## config.mk

```make
export PLATFORM = sky130hd
export DESIGN_NAME = shift_req_stage_flat
export DESIGN_NICKNAME = d
export VERILOG_FILES = /design/src/rtl/shift_pkg.sv /design/src/rtl/shift_req_stage_if.sv /design/src/rtl/shift_req_fifo.sv /design/src/rtl/shift_req_stage.sv /design/src/flat_wrapper.sv
export SDC_FILE = /design/constraint.sdc
export NUM_CORES = 1
export LEC_CHECK = 0
export ABC_AREA = 1
export CAP_MARGIN = 10
export CORE_UTILIZATION = 30
export DETAILED_ROUTE_END_ITERATION = 8
export GPL_TIMING_DRIVEN = 0
export SYNTH_ARGS = -nofsm -noshare
export SYNTH_HDL_FRONTEND = slang
export SYNTH_SLANG_ARGS = --single-unit
```

## constraint.sdc

```tcl
create_clock -name clk -period 2.2 [get_ports clk]
set_input_delay 0.44 -clock clk [delete_from_list [all_inputs] [get_ports clk]]
set_output_delay 0.44 -clock clk [all_outputs]
set_load 0.02 [all_outputs]
```

## src/rtl/shift_pkg.sv

```systemverilog
// Shared definitions for the barrel-shifter request stage.
//   shift_dir_t : request direction (right = 0, left = 1)
//   AMT_W       : width of the shift-amount field on the request bus
//   norm_amt()  : folds any 8-bit amount plus direction into a rotate-right
//                 count in 0..n-1 (n must be a power of two)
package shift_pkg;

  localparam int AMT_W = 8;

  typedef enum logic {
    SHIFT_RIGHT = 1'b0,
    SHIFT_LEFT  = 1'b1
  } shift_dir_t;

  // A left rotate by m equals a right rotate by (n - m) mod n. The final
  // mask makes m = 0 map to 0 instead of n.
  function automatic logic [AMT_W-1:0] norm_amt(input logic [AMT_W-1:0] amt,
                                                input shift_dir_t       dir,
                                                input int unsigned      n);
    logic [AMT_W-1:0] mask;
    logic [AMT_W-1:0] m;
    mask = AMT_W'(n - 1);
    m    = amt & mask;
    if (dir == SHIFT_LEFT) norm_amt = (AMT_W'(n) - m) & mask;
    else                   norm_amt = m;
  endfunction

endpackage

```

## src/rtl/shift_req_stage_if.sv

```systemverilog
// Request/response bundle between a shift-request producer, the request
// stage and the barrel shifter that consumes the stage output.
//   in_valid/in_ready/in_data/in_amt/in_dir : producer -> stage request
//   out_valid/out_ready/out_data/out_amt    : stage -> shifter head entry
//   count                                   : stage occupancy
// Modports: master = producer/consumer side, slave = the stage itself.
interface shift_req_stage_if
  import shift_pkg::*;
#(
  parameter int N     = 8,
  parameter int DEPTH = 4
) ();

  localparam int CW = $clog2(DEPTH) + 1;

  logic             in_valid;
  logic             in_ready;
  logic [N-1:0]     in_data;
  logic [AMT_W-1:0] in_amt;
  logic             in_dir;
  logic             out_valid;
  logic             out_ready;
  logic [N-1:0]     out_data;
  logic [AMT_W-1:0] out_amt;
  logic [CW-1:0]    count;

  modport master (
    output in_valid, in_data, in_amt, in_dir, out_ready,
    input  in_ready, out_valid, out_data, out_amt, count
  );

  modport slave (
    input  in_valid, in_data, in_amt, in_dir, out_ready,
    output in_ready, out_valid, out_data, out_amt, count
  );

endinterface

```

## src/rtl/shift_req_fifo.sv

```systemverilog
// Generic first-word-fall-through queue.
//   clk, reset : rising-edge clock, synchronous active-high reset
//   push/wdata : write wdata when not full
//   pop        : drop the head entry when not empty
//   rdata      : head entry, forced to zero while empty
//   full/empty : occupancy flags derived from count
//   count      : occupancy 0..DEPTH
// Storage is not reset; pointers and count are.
module shift_req_fifo
  import shift_pkg::*;
#(
  parameter int W     = 16,
  parameter int DEPTH = 4
) (
  input  logic                     clk,
  input  logic                     reset,
  input  logic                     push,
  input  logic [W-1:0]             wdata,
  input  logic                     pop,
  output logic [W-1:0]             rdata,
  output logic                     full,
  output logic                     empty,
  output logic [$clog2(DEPTH):0]   count
);

  localparam int PW = $clog2(DEPTH);
  localparam int CW = PW + 1;

  logic [W-1:0]  mem [DEPTH];
  logic [PW-1:0] wptr;
  logic [PW-1:0] rptr;
  logic [CW-1:0] cnt;
  logic          push_ok;
  logic          pop_ok;

  assign full    = (cnt == CW'(DEPTH));
  assign empty   = (cnt == '0);
  assign push_ok = push && !full;
  assign pop_ok  = pop && !empty;

  // Pointers wrap naturally because DEPTH is a power of two; count alone
  // distinguishes full from empty.
  always_ff @(posedge clk) begin
    if (reset) begin
      wptr <= '0;
      rptr <= '0;
      cnt  <= '0;
    end else begin
      if (push_ok) wptr <= wptr + PW'(1);
      if (pop_ok)  rptr <= rptr + PW'(1);
      case ({push_ok, pop_ok})
        2'b10:   cnt <= cnt + CW'(1);
        2'b01:   cnt <= cnt - CW'(1);
        default: cnt <= cnt;
      endcase
    end
  end

  // A push presented during reset must not land in storage.
  always_ff @(posedge clk) begin
    if (push_ok && !reset) mem[wptr] <= wdata;
  end

  assign rdata = empty ? '0 : mem[rptr];
  assign count = cnt;

endmodule

```

## src/rtl/shift_req_stage.sv

```systemverilog
// Upstream request stage for an N-bit barrel shifter. Accepts
// {data, amount, direction} requests, converts each amount to a rotate-right
// count in 0..N-1 on entry, and queues them first-word-fall-through.
//   clk, reset : rising-edge clock, synchronous active-high reset
//   bus        : shift_req_stage_if.slave
//                in_* request handshake, out_* head entry for the shifter
//                (out_amt drives shiftAmt), count = occupancy
// in_ready/out_valid/count come from registers only; out_data/out_amt are a
// mux off storage and are zero while the queue is empty.
module shift_req_stage
  import shift_pkg::*;
#(
  parameter int N     = 8,
  parameter int DEPTH = 4
) (
  input  logic             clk,
  input  logic             reset,
  shift_req_stage_if.slave bus
);

  localparam int W = N + AMT_W;

  if (!(N == 8 || N == 16 || N == 32)) begin : g_bad_n
    $error("shift_req_stage: N must be 8, 16 or 32");
  end
  if (DEPTH < 2 || (DEPTH & (DEPTH - 1)) != 0) begin : g_bad_depth
    $error("shift_req_stage: DEPTH must be a power of two >= 2");
  end

  logic             full;
  logic             empty;
  logic             push;
  logic             pop;
  logic [AMT_W-1:0] amt_norm;
  logic [W-1:0]     wdata;
  logic [W-1:0]     rdata;

  // Ready looks only at occupancy, so a full queue refuses a push even in a
  // cycle where the consumer pops.
  assign bus.in_ready  = !full;
  assign bus.out_valid = !empty;
  assign push          = bus.in_valid && !full;
  assign pop           = !empty && bus.out_ready;

  assign amt_norm = norm_amt(bus.in_amt, shift_dir_t'(bus.in_dir), N);
  assign wdata    = {bus.in_data, amt_norm};

  shift_req_fifo #(
    .W     (W),
    .DEPTH (DEPTH)
  ) u_fifo (
    .clk   (clk),
    .reset (reset),
    .push  (push),
    .wdata (wdata),
    .pop   (pop),
    .rdata (rdata),
    .full  (full),
    .empty (empty),
    .count (bus.count)
  );

  assign bus.out_data = rdata[W-1:AMT_W];
  assign bus.out_amt  = rdata[AMT_W-1:0];

endmodule

```

## src/flat_wrapper.sv

```systemverilog
// flat-port wrapper written by rule: the top's interface ports become plain ports
module shift_req_stage_flat import shift_pkg::*;
#(
  parameter int N     = 8,
  parameter int DEPTH = 4
)
  (clk, reset, bus_in_valid, bus_in_data, bus_in_amt, bus_in_dir, bus_out_ready, bus_in_ready, bus_out_valid, bus_out_data, bus_out_amt, bus_count);
  shift_req_stage_if #(.N(N), .DEPTH(DEPTH)) bus_i ();
  input  logic clk;
  input  logic reset;
  input wire logic [$bits(bus_i.in_valid)-1:0] bus_in_valid;
  input wire logic [$bits(bus_i.in_data)-1:0] bus_in_data;
  input wire logic [$bits(bus_i.in_amt)-1:0] bus_in_amt;
  input wire logic [$bits(bus_i.in_dir)-1:0] bus_in_dir;
  input wire logic [$bits(bus_i.out_ready)-1:0] bus_out_ready;
  output wire logic [$bits(bus_i.in_ready)-1:0] bus_in_ready;
  output wire logic [$bits(bus_i.out_valid)-1:0] bus_out_valid;
  output wire logic [$bits(bus_i.out_data)-1:0] bus_out_data;
  output wire logic [$bits(bus_i.out_amt)-1:0] bus_out_amt;
  output wire logic [$bits(bus_i.count)-1:0] bus_count;
  assign bus_i.in_valid = bus_in_valid;
  assign bus_i.in_data = bus_in_data;
  assign bus_i.in_amt = bus_in_amt;
  assign bus_i.in_dir = bus_in_dir;
  assign bus_i.out_ready = bus_out_ready;
  assign bus_in_ready = bus_i.in_ready;
  assign bus_out_valid = bus_i.out_valid;
  assign bus_out_data = bus_i.out_data;
  assign bus_out_amt = bus_i.out_amt;
  assign bus_count = bus_i.count;
  shift_req_stage #(.N(N), .DEPTH(DEPTH)) u_core (.clk(clk), .reset(reset), .bus(bus_i));
endmodule
```

* Yosys cells after proc, flatten, opt, wreduce, memory -nomap -nowiden
Memory sizes are Yosys's and may differ from the RTL's. A register that Yosys moved wholly into a read port is not among the register bits.
Cells that the tools add are included.
** Word-level totals
- Memories kept :: 1
- Logic and storage cells :: 29
- Input port bits :: 21
- Bits in registers :: 7
- RAM bits :: 44
- Output and inout port bits :: 21
** Operators by class
- Equal/unequal tests :: 3
- Reductions and logical operators :: 10
- Mux-type cells :: 7
- $add $sub $neg :: 5
** Memories
- u_core.u_fifo.mem :: depth 4, width 11, read ports 1, clocked after Yosys merged registers in 1, write ports 1, line shift_req_fifo.sv:29 : logic [W-1:0] mem [DEPTH];
** Operator list (count)
- 2-to-1 mux 16 bit :: 1
- case mux 3 bit (2 select lines) :: 1
- logical AND 1 bit :: 5
- adder 2 x 1 -> 2 bit, second input constant :: 2
- 2-to-1 mux 2 bit :: 2
- adder 3 x 1 -> 3 bit, second input constant :: 1
- equality test 3 bit, second input constant :: 1
- logical NOT 1 bit :: 3
- logical NOT 3 bit :: 1
- 2-to-1 mux 3 bit :: 1
- subtractor 1 x 3 -> 3 bit, first input constant :: 1
- subtractor 3 x 1 -> 3 bit, second input constant :: 1
- equality test 2 x 1 -> 1 bit, second input constant :: 1
- equality test 2 bit, second input constant :: 1
- 2-to-1 mux 1 bit :: 2
- nonzero test 2 bit :: 1

* Depth between registers and ports, before layout
Gate-level depths: netlist (run 1).
- Depth after elaboration :: 7
- Gate-level depth with buffers :: 13
- Depth with buffers taken out :: 13

* Cells and area by module
A second synthesis (run 1) with hierarchy kept.
** Second synthesis, totals
- Cells, all modules :: 283
- Area, all modules :: 3134.3 sq um
** By module, submodules not included
- shift_req_fifo :: cells an instance 264, sequential area each 2102.0 sq um, times used 1, area each 3051.7 sq um
- shift_req_stage :: cells an instance 19, sequential area each 0.0 sq um, times used 1, area each 82.6 sq um

* Least setup slack after synthesis (run 1)
No wires, ideal clock.
- Path type :: register to register
- From :: register u_core.u_fifo.cnt[2], in the netlist u_core.u_fifo.count[2]
- To :: register u_core.u_fifo.cnt[2], in the netlist u_core.u_fifo.count[2]
- Path buffers :: 0
- Library setup time :: 0.113 ns
- Required time :: 2.087 ns
- Clock period less this slack :: 1.883 ns
- Arrival :: 1.770 ns
- Cell stages (with the launch flop) :: 14
- Path slack :: 0.317 ns
- Cell sequence :: dfxtp_1 inv_1 nand2_2 nand2_1 inv_1 ha_1 inv_1 fa_1 inv_1 nand2_1 nand3_1 nand2_1 nand2_1 nor2_1
** Between the ends
- Cells in the longest elaborated chain, start to end :: 6
- Elaborated cells on any way between the ends :: 14
- Those cells by class :: add/sub (2); eq/ne (3); mux (1); reduce/logical (8)
** Ends and longest elaborated chain
- start: declaration :: line shift_req_fifo.sv:32 : logic [CW-1:0] cnt;
- start signal: assignment :: line shift_req_fifo.sv:52 : 2'b10: cnt <= cnt + CW'(1);
- start signal: assignment :: line shift_req_fifo.sv:53 : 2'b01: cnt <= cnt - CW'(1);
- start signal: assignment :: line shift_req_fifo.sv:54 : default: cnt <= cnt;
- logical NOT 3 bit * :: line shift_req_fifo.sv:37 : assign empty = (cnt == '0);
- logical NOT 1 bit *
- named net bus_out_valid :: line flat_wrapper.sv:17 : output wire logic [$bits(bus_i.out_valid)-1:0] bus_out_valid;
- logical AND 1 bit :: line shift_req_stage.sv:43 : assign pop = !empty && bus.out_ready;
- logical AND 1 bit * :: line shift_req_fifo.sv:39 : assign pop_ok = pop && !empty;
- named net u_core.u_fifo.pop_ok :: line shift_req_fifo.sv:34 : logic pop_ok;
- equality test 2 x 1 -> 1 bit or equality test 2 bit (tied branches) :: line shift_req_fifo.sv:51 : case ({push_ok, pop_ok})
- case mux 3 bit (2 select lines) or nonzero test 2 bit (tied branches)
The timed path passes the listed nets; every way through them passes the cells marked *.
A chain may end at the register's enable or synchronous reset.

* Final worst setup path (run 1)
- From :: register u_core.u_fifo.cnt[2], in the netlist u_core.u_fifo.count[2]
- To :: output port bus_out_data[5]
** Between the ends
- Cells in the longest elaborated chain, start to end :: 2
** Ends and longest elaborated chain
- logical NOT 3 bit :: line shift_req_fifo.sv:37
- 2-to-1 mux 16 bit :: line shift_req_fifo.sv:64 : assign rdata = empty ? '0 : mem[rptr];
- end: declaration :: line flat_wrapper.sv:18 : output wire logic [$bits(bus_i.out_data)-1:0] bus_out_data;
No other way between the ends.

==> impl_metrics.toml, run 1 <==
[power_and_ir_drop]
p_total_mw = 3.14
clkPwrFrac_pct = 20.8
p_comb_share_pct = 39.4
power_density_nw_per_um2 = 1090
seq_power_share_pct = 39.8
power_switching_mw = 1.15
power.leakage_nw = 1.12
p_sw_share_pct = 36.7
intPower_mw = 1.99
peakVddDrop_mv = 0.372

[timing]
tns_ns = 0
whs_ns = 0.514
finalSetupViolCount = 0
maxSlewViolCount = 0
period_minus_slack_ns = 2.10
timing.final.crit_share_pct = 95.4
setup_slack_ns = 0.100
worst_pin_slew_ns = 0.728
hold_viol_final = 0
rsz0062_at_grt = "no"
slew_headroom_pct = 51.4
skew_ns = 0.00615
max_freq_mhz = 476

[layout]
instances_no_fill = 360
n_antenna_cell = 0
fin_util_pct = 39.0
final_cell_area_um2 = 2870
syn_to_final_growth_pct = 24.2
drive_above_1_share_pct = 11.5
nets = 288

[detailed_routing]
wl_um = 4430
first_iter_violations = 83
routedWlPerCell_um = 12.3
drtPass1Iterations = 4
vias_per_cell = 4.25
drc = 0
vias = 1530
antenna_left = 0

[critical_path]
critPathKind = "flop to primary output"
worstPathArrival_ns = 1.66
cp.required_ns = 1.76
worst_r2r_path_depth = 4
r2r_end = "u_core.u_fifo.mem[1][7]"
crit_path_end = "bus_out_data[5]"
cp-end-kind = "primary output"
reg2reg_from = "u_core.u_fifo.count[0]"
critical_path.max_fanout = 10
startpoint = "u_core.u_fifo.count[2]"
cp-start-kind = "flop"
regToRegSetupSlack_ns = 0.34

[global_routing]
globalRouteOverflowTotal = 0
use_met2_pct = 19.5
grt_pass1_vias = 1430
antenna_found_initial = 0
track_usage_pct = 11.5
grt_max_degree = 18
met1_usage_pct = 14.4
met3_usage_pct = 2.37
grt-busiest-layer = "met2"
grt_pass1_wl_um = 7070

[clock_tree]
clkTransAtPathRegs_ns = 0.09
cts_tree = "built"
clkLatencyLatePin_ns = 0.30
h-tree-depth = 2
root_buffer = "clkbuf_8"
cts_buffers = 5
clk_path_buf_depth = 2
cts_setup_buffers = 0
clock_sinks = 53

[yosys]
ys_types = 22
synth_edf_count = 44
avgSynthCellArea_um2 = 10.6
async_reset_ff_share_pct = 0
ys_dominant_reg_cell = "edfxtp_1"
syn_area_um2 = 2310
syn_inst = 218
ys_warn_count = 0
ys_ff_latch = 53
yosysSeqAreaShare_pct = 64.9

[hold_path]
holdPathStages = 2
hold_path.class = "flop to flop"
hold_start = "u_core.u_fifo.rptr[1]"

[floorplanning]
die_y_um = 89.8
die_w_um = 89.8
rows = 31
die_area_um2 = 8070
start_util_pct = 31.4
coreArea_um2 = 7370
design.portCount = 42

[placed_design]
dpl-instance-area_um2 = 2760
pre_cts_ws_ns = -0.458
io_buffers = 31
gp_congestion = 0.701
place_inst = 352
hpwl_um = 2850

[run]
drv_cap = 0

[status]
outcome = "finished, final reports clean"
cell families (layout without fill, tap and decap cells):
logic type / after synthesis / count (layout) / share of synthesized area (%)
other: 1 / 5 / 0.162
flip-flops: 53 / 53 / 64.9
buffers and inverters: 36 / 75 / 7.78
XOR/XNOR: 1 / 1 / 0.378
AND/OR/NAND/NOR: 80 / 80 / 13.8
adder cells (fa/ha/maj): 7 / 7 / 4.11
AO/OA/AOI/OAI: 40 / 40 / 8.92
final cells by class:
type / count / area, um^2
Sequential cell: 53 / 1500
Tap cell: 99 / 124
Clock buffer: 5 / 68.8
Clock inverter: 3 / 43.8
Timing Repair Buffer: 31 / 290
Buffer: 12 / 96.3
Multi-Input combinational cell: 133 / 658
Inverter: 24 / 90.1
Fill cell: 738 / 4500
cells in the mapped netlist, types with 2 or more instances:
master	instances	share of area, %
nand3_1	4	0.86
nand2_1	16	2.6
nor2_1	57	9.2
o21ai_0	20	4.3
o21ai_1	5	1.1
buf_6	3	1.5
inv_1	24	3.9
ha_1	6	3.2
buf_4	5	1.6
clkbuf_2	2	0.43
edfxtp_1	44	57
a21oi_1	14	3.0
dfxtp_1	9	7.8
sequential cells by signal (all words and copies together) (netlist names), named ones only:
name / count
u_core.u_fifo.mem: 44
u_core.u_fifo.count: 3
u_core.u_fifo.rptr: 2
u_core.u_fifo.wptr: 2
cells in the final DEF (no fill, tap or decap), types with 3 or more instances in the layout:
cell type and n:
clkbuf_8 5, a21oi_1 14, dfxtp_1 8, conb_1 5
inv_1 24, dlygate4sd2_1 8, buf_6 3, nor2_1 53
nor2_2 4, o21ai_1 5, buf_4 5, nand2_1 16
edfxtp_1 44, ha_1 6, o21ai_0 20, clkdlybuf4s50_1 20
nand3_1 4
metal layers:
layer / share of wire [%] / vias to the layer above
li1: - / 790
met4: 1.5 / 0
met1: 48 / 697
met3: 2.9 / 6
met5: 0 / -
met2: 47 / 37
critical path: stages (launching register included):
cell and delay [ns]:
dfxtp_1 0.40, inv_1 0.09, nand2_2 0.12, inv_1 0.08, buf_6 0.15, a21oi_1 0.17, clkdlybuf4s15_1 0.34
power groups by stage:
stage          sequential (mW)  clock [mW]  combinational [mW]
5_1_grt                   1.26       0.696                1.37
4_1_cts                   1.25       0.663                1.25
6_report                  1.25       0.653                1.24
3_5_place_dp              1.27           0                1.33
3_3_place_gp              1.27           0                1.32
2_1_floorplan             1.29           0               0.759
how the worst min path moves through the flow:
stage / endpoint
after global placement: u_core.u_fifo.rptr[1]
final: flop
after floorplan: flop
after detailed placement: flop
after global routing: flop
after CTS: flop
what timing repair did:
| item | CTS | global route |
|---|---|---|
| hold buffers | 0 | 0 |
| setup endpoints to repair | 55 | 30 |
| gates resized for setup | 16 | 8 |
No activity file was read; power rests on OpenSTA's default activity.
==> run 2, diff against run 1 <==
--- a/config.mk
+++ b/config.mk
@@ -7,7 +7,9 @@
 export LEC_CHECK = 0
 export ABC_AREA = 1
 export CAP_MARGIN = 10
+export CORE_ASPECT_RATIO = 0.7
 export CORE_UTILIZATION = 30
+export CTS_CLUSTER_DIAMETER = 40
 export DETAILED_ROUTE_END_ITERATION = 8
 export GPL_TIMING_DRIVEN = 0
 export SYNTH_ARGS = -nofsm -noshare
==> run 2 against run 1 <==
The flow now finishes with violations (setup timing). Worst hold slack got worse by 0.0015 ns. Routed wire length rose by 1.6%. Worst setup slack got worse by 0.12 ns. Flip-flop and latch count did not move. Die area barely moved. Global-route usage rose by 0.63 points. Via count rose by 0.65%. Cell area fell by 0.39%. Core utilization fell by 0.23 points. Fmax fell by 5.4%. Clock power rose by 2%. Power rose by 0.13%. Critical path type is now input pin to flop. Largest power group unchanged.
==> impl_metrics.toml, run 2 (same netlist as run 1, synthesis figures left out) <==
[status]
outcome = "complete, but fails checks"
violations = "setup timing"

[power_and_ir_drop]
p_sw_share_pct = 36.8
clkPwrFrac_pct = 21.1
intPower_mw = 1.99
peakVddDrop_mv = 0.309
power_switching_mw = 1.16
power_density_nw_per_um2 = 1100
seq_power_share_pct = 39.7
power.leakage_nw = 1.11
p_comb_share_pct = 39.2

[global_routing]
globalRouteOverflowTotal = 0
grt_pass1_vias = 1410
antenna_found_initial = 0
grt_max_degree = 17
grt_pass1_wl_um = 7080
track_usage_pct = 12.2

[floorplanning]
die_area_um2 = 8080
start_util_pct = 31.3
die_w_um = 107
die_y_um = 75.5
design.portCount = 42
coreArea_um2 = 7380
rows = 26

[critical_path]
worstPathArrival_ns = 2.15
critical-path-max-stage-delay_ns = 0.81
cpMaxStageDelayCell = "nor2_1"
critical_path.max_fanout = 11
critPathKind = "input pin to flop"
cp-start-kind = "input pin"
path_delay_family = "simple AND/OR/NAND/NOR gates"
cp-end-kind = "flop"
critical_path.cell_chain = "clkdlybuf4s50_1 > a21boi_2 > nand2_1 > nor2_1"
cp.buffers_inverters = 1
cp.required_ns = 2.13

[timing]
timing.final.crit_share_pct = 101
slew_headroom_pct = 30.7
setup_slack_ns = -0.0208
worst_pin_slew_ns = 1.04
finalSetupViolCount = 22
skew_ns = 0.00990
period_minus_slack_ns = 2.22
max_freq_mhz = 450
maxSlewViolCount = 0
tns_ns = -0.186
hold_viol_final = 0
rsz0062_at_grt = "yes"

[placed_design]
gp_congestion = 0.737
io_buffers = 31
hpwl_um = 3040
dpl-instance-area_um2 = 2760
pre_cts_ws_ns = -0.376

[detailed_routing]
drtPass1Iterations = 4
wl_um = 4500
vias = 1540
first_iter_violations = 76
vias_per_cell = 4.29
antenna_left = 0
drc = 0
routedWlPerCell_um = 12.5

[hold_path]
hold_path.class = "flop to flop"

[layout]
n_antenna_cell = 0
drive_above_1_share_pct = 10.7
layout_common_cells = "nor2_1, edfxtp_1, inv_1, o21ai_0, clkdlybuf4s50_1"
largest_register = "u_core.u_fifo.mem"
syn_to_final_growth_pct = 23.7
largest_reg_flops = 44
nets = 288
final_common_cell = "nor2_1"
final_cell_area_um2 = 2860

[clock_tree]
clkTransAtPathRegs_ns = 0.09
cts_buffers = 5
clkLatencyLatePin_ns = 0.31
root_buffer = "clkbuf_8"
h-tree-depth = 2
cts_tree = "built"
cts_setup_buffers = 0
clk_path_buf_depth = 2
clock_sinks = 53

[run]
drv_cap = 0
## run 2: changes by cell type in the layout (fill, tap and decap cells not counted), sizes merged
cell / before / now
inv: 25 / 24
dlygate4sd2: 8 / 5
clkbuf: 9 / 10
buf: 10 / 11
clkdlybuf4s15: 1 / 3
## run 2: tightest hold or removal path, cell delays in order, from the launching register on
cell and delay [ns]:
dfxtp_1 0.33, nand2_1 0.07, a21oi_1 0.07
## run 2: timing repair
item	CTS	global route
endpoints found under the setup margin	44	55
cloned	0	0
resized for setup	13	13
hold buffers	0	0
## run 2: worst paths after layout
path	from	end	slack, ns	cells after the start
setup / recovery	bus_in_valid	u_core.u_fifo.mem[1][4]	-0.02	4
hold / removal	u_core.u_fifo.rptr[1]	u_core.u_fifo.rptr[1]	0.51	2
setup reg to reg	u_core.u_fifo.count[0]	u_core.u_fifo.mem[1][4]	0.13	4
hold reg to reg	u_core.u_fifo.rptr[1]	u_core.u_fifo.rptr[1]	0.51	2
## run 2: stage by stage
stage	power [mW]	utilization (%)	hold slack, ns	std cells
after floorplan	2.05	-	0.459	222
after global placement	2.58	37.4	0.486	351
after detailed placement	2.60	37.4	0.504	351
after CTS	3.17	38.8	0.515	359
after global routing	3.33	38.8	0.555	359
final	3.14	38.8	0.513	359
## run 2: cell type report
| class | instances | area, um^2 |
|---|---|---|
| plain buffers | 12 | 93.8 |
| clock buffers | 6 | 72.6 |
| clock inverters | 2 | 38.8 |
| fillers | 717 | 4520 |
| inverters | 24 | 90.1 |
| multi-input cells | 133 | 653 |
| flip-flops and latches | 53 | 1500 |
| well taps | 98 | 123 |
| repair buffers | 31 | 289 |
## run 2: power groups by stage
stage	combinational (mW)	clock, mW	sequential [mW]
global placement	1.32	0	1.27
detailed placement	1.33	0	1.27
floorplan	0.759	0	1.29
CTS	1.24	0.679	1.25
global route	1.36	0.715	1.26
finish	1.23	0.664	1.25
## run 2: metal layers
metal  track usage (%)  vias to the layer above  share of wire [%]
li1                  -                      791                  -
met1              15.8                      707                 50
met2              19.1                       37                 43
met3              3.76                        5                5.2
met4              5.48                        0                1.6
met5                 0                        -                  0
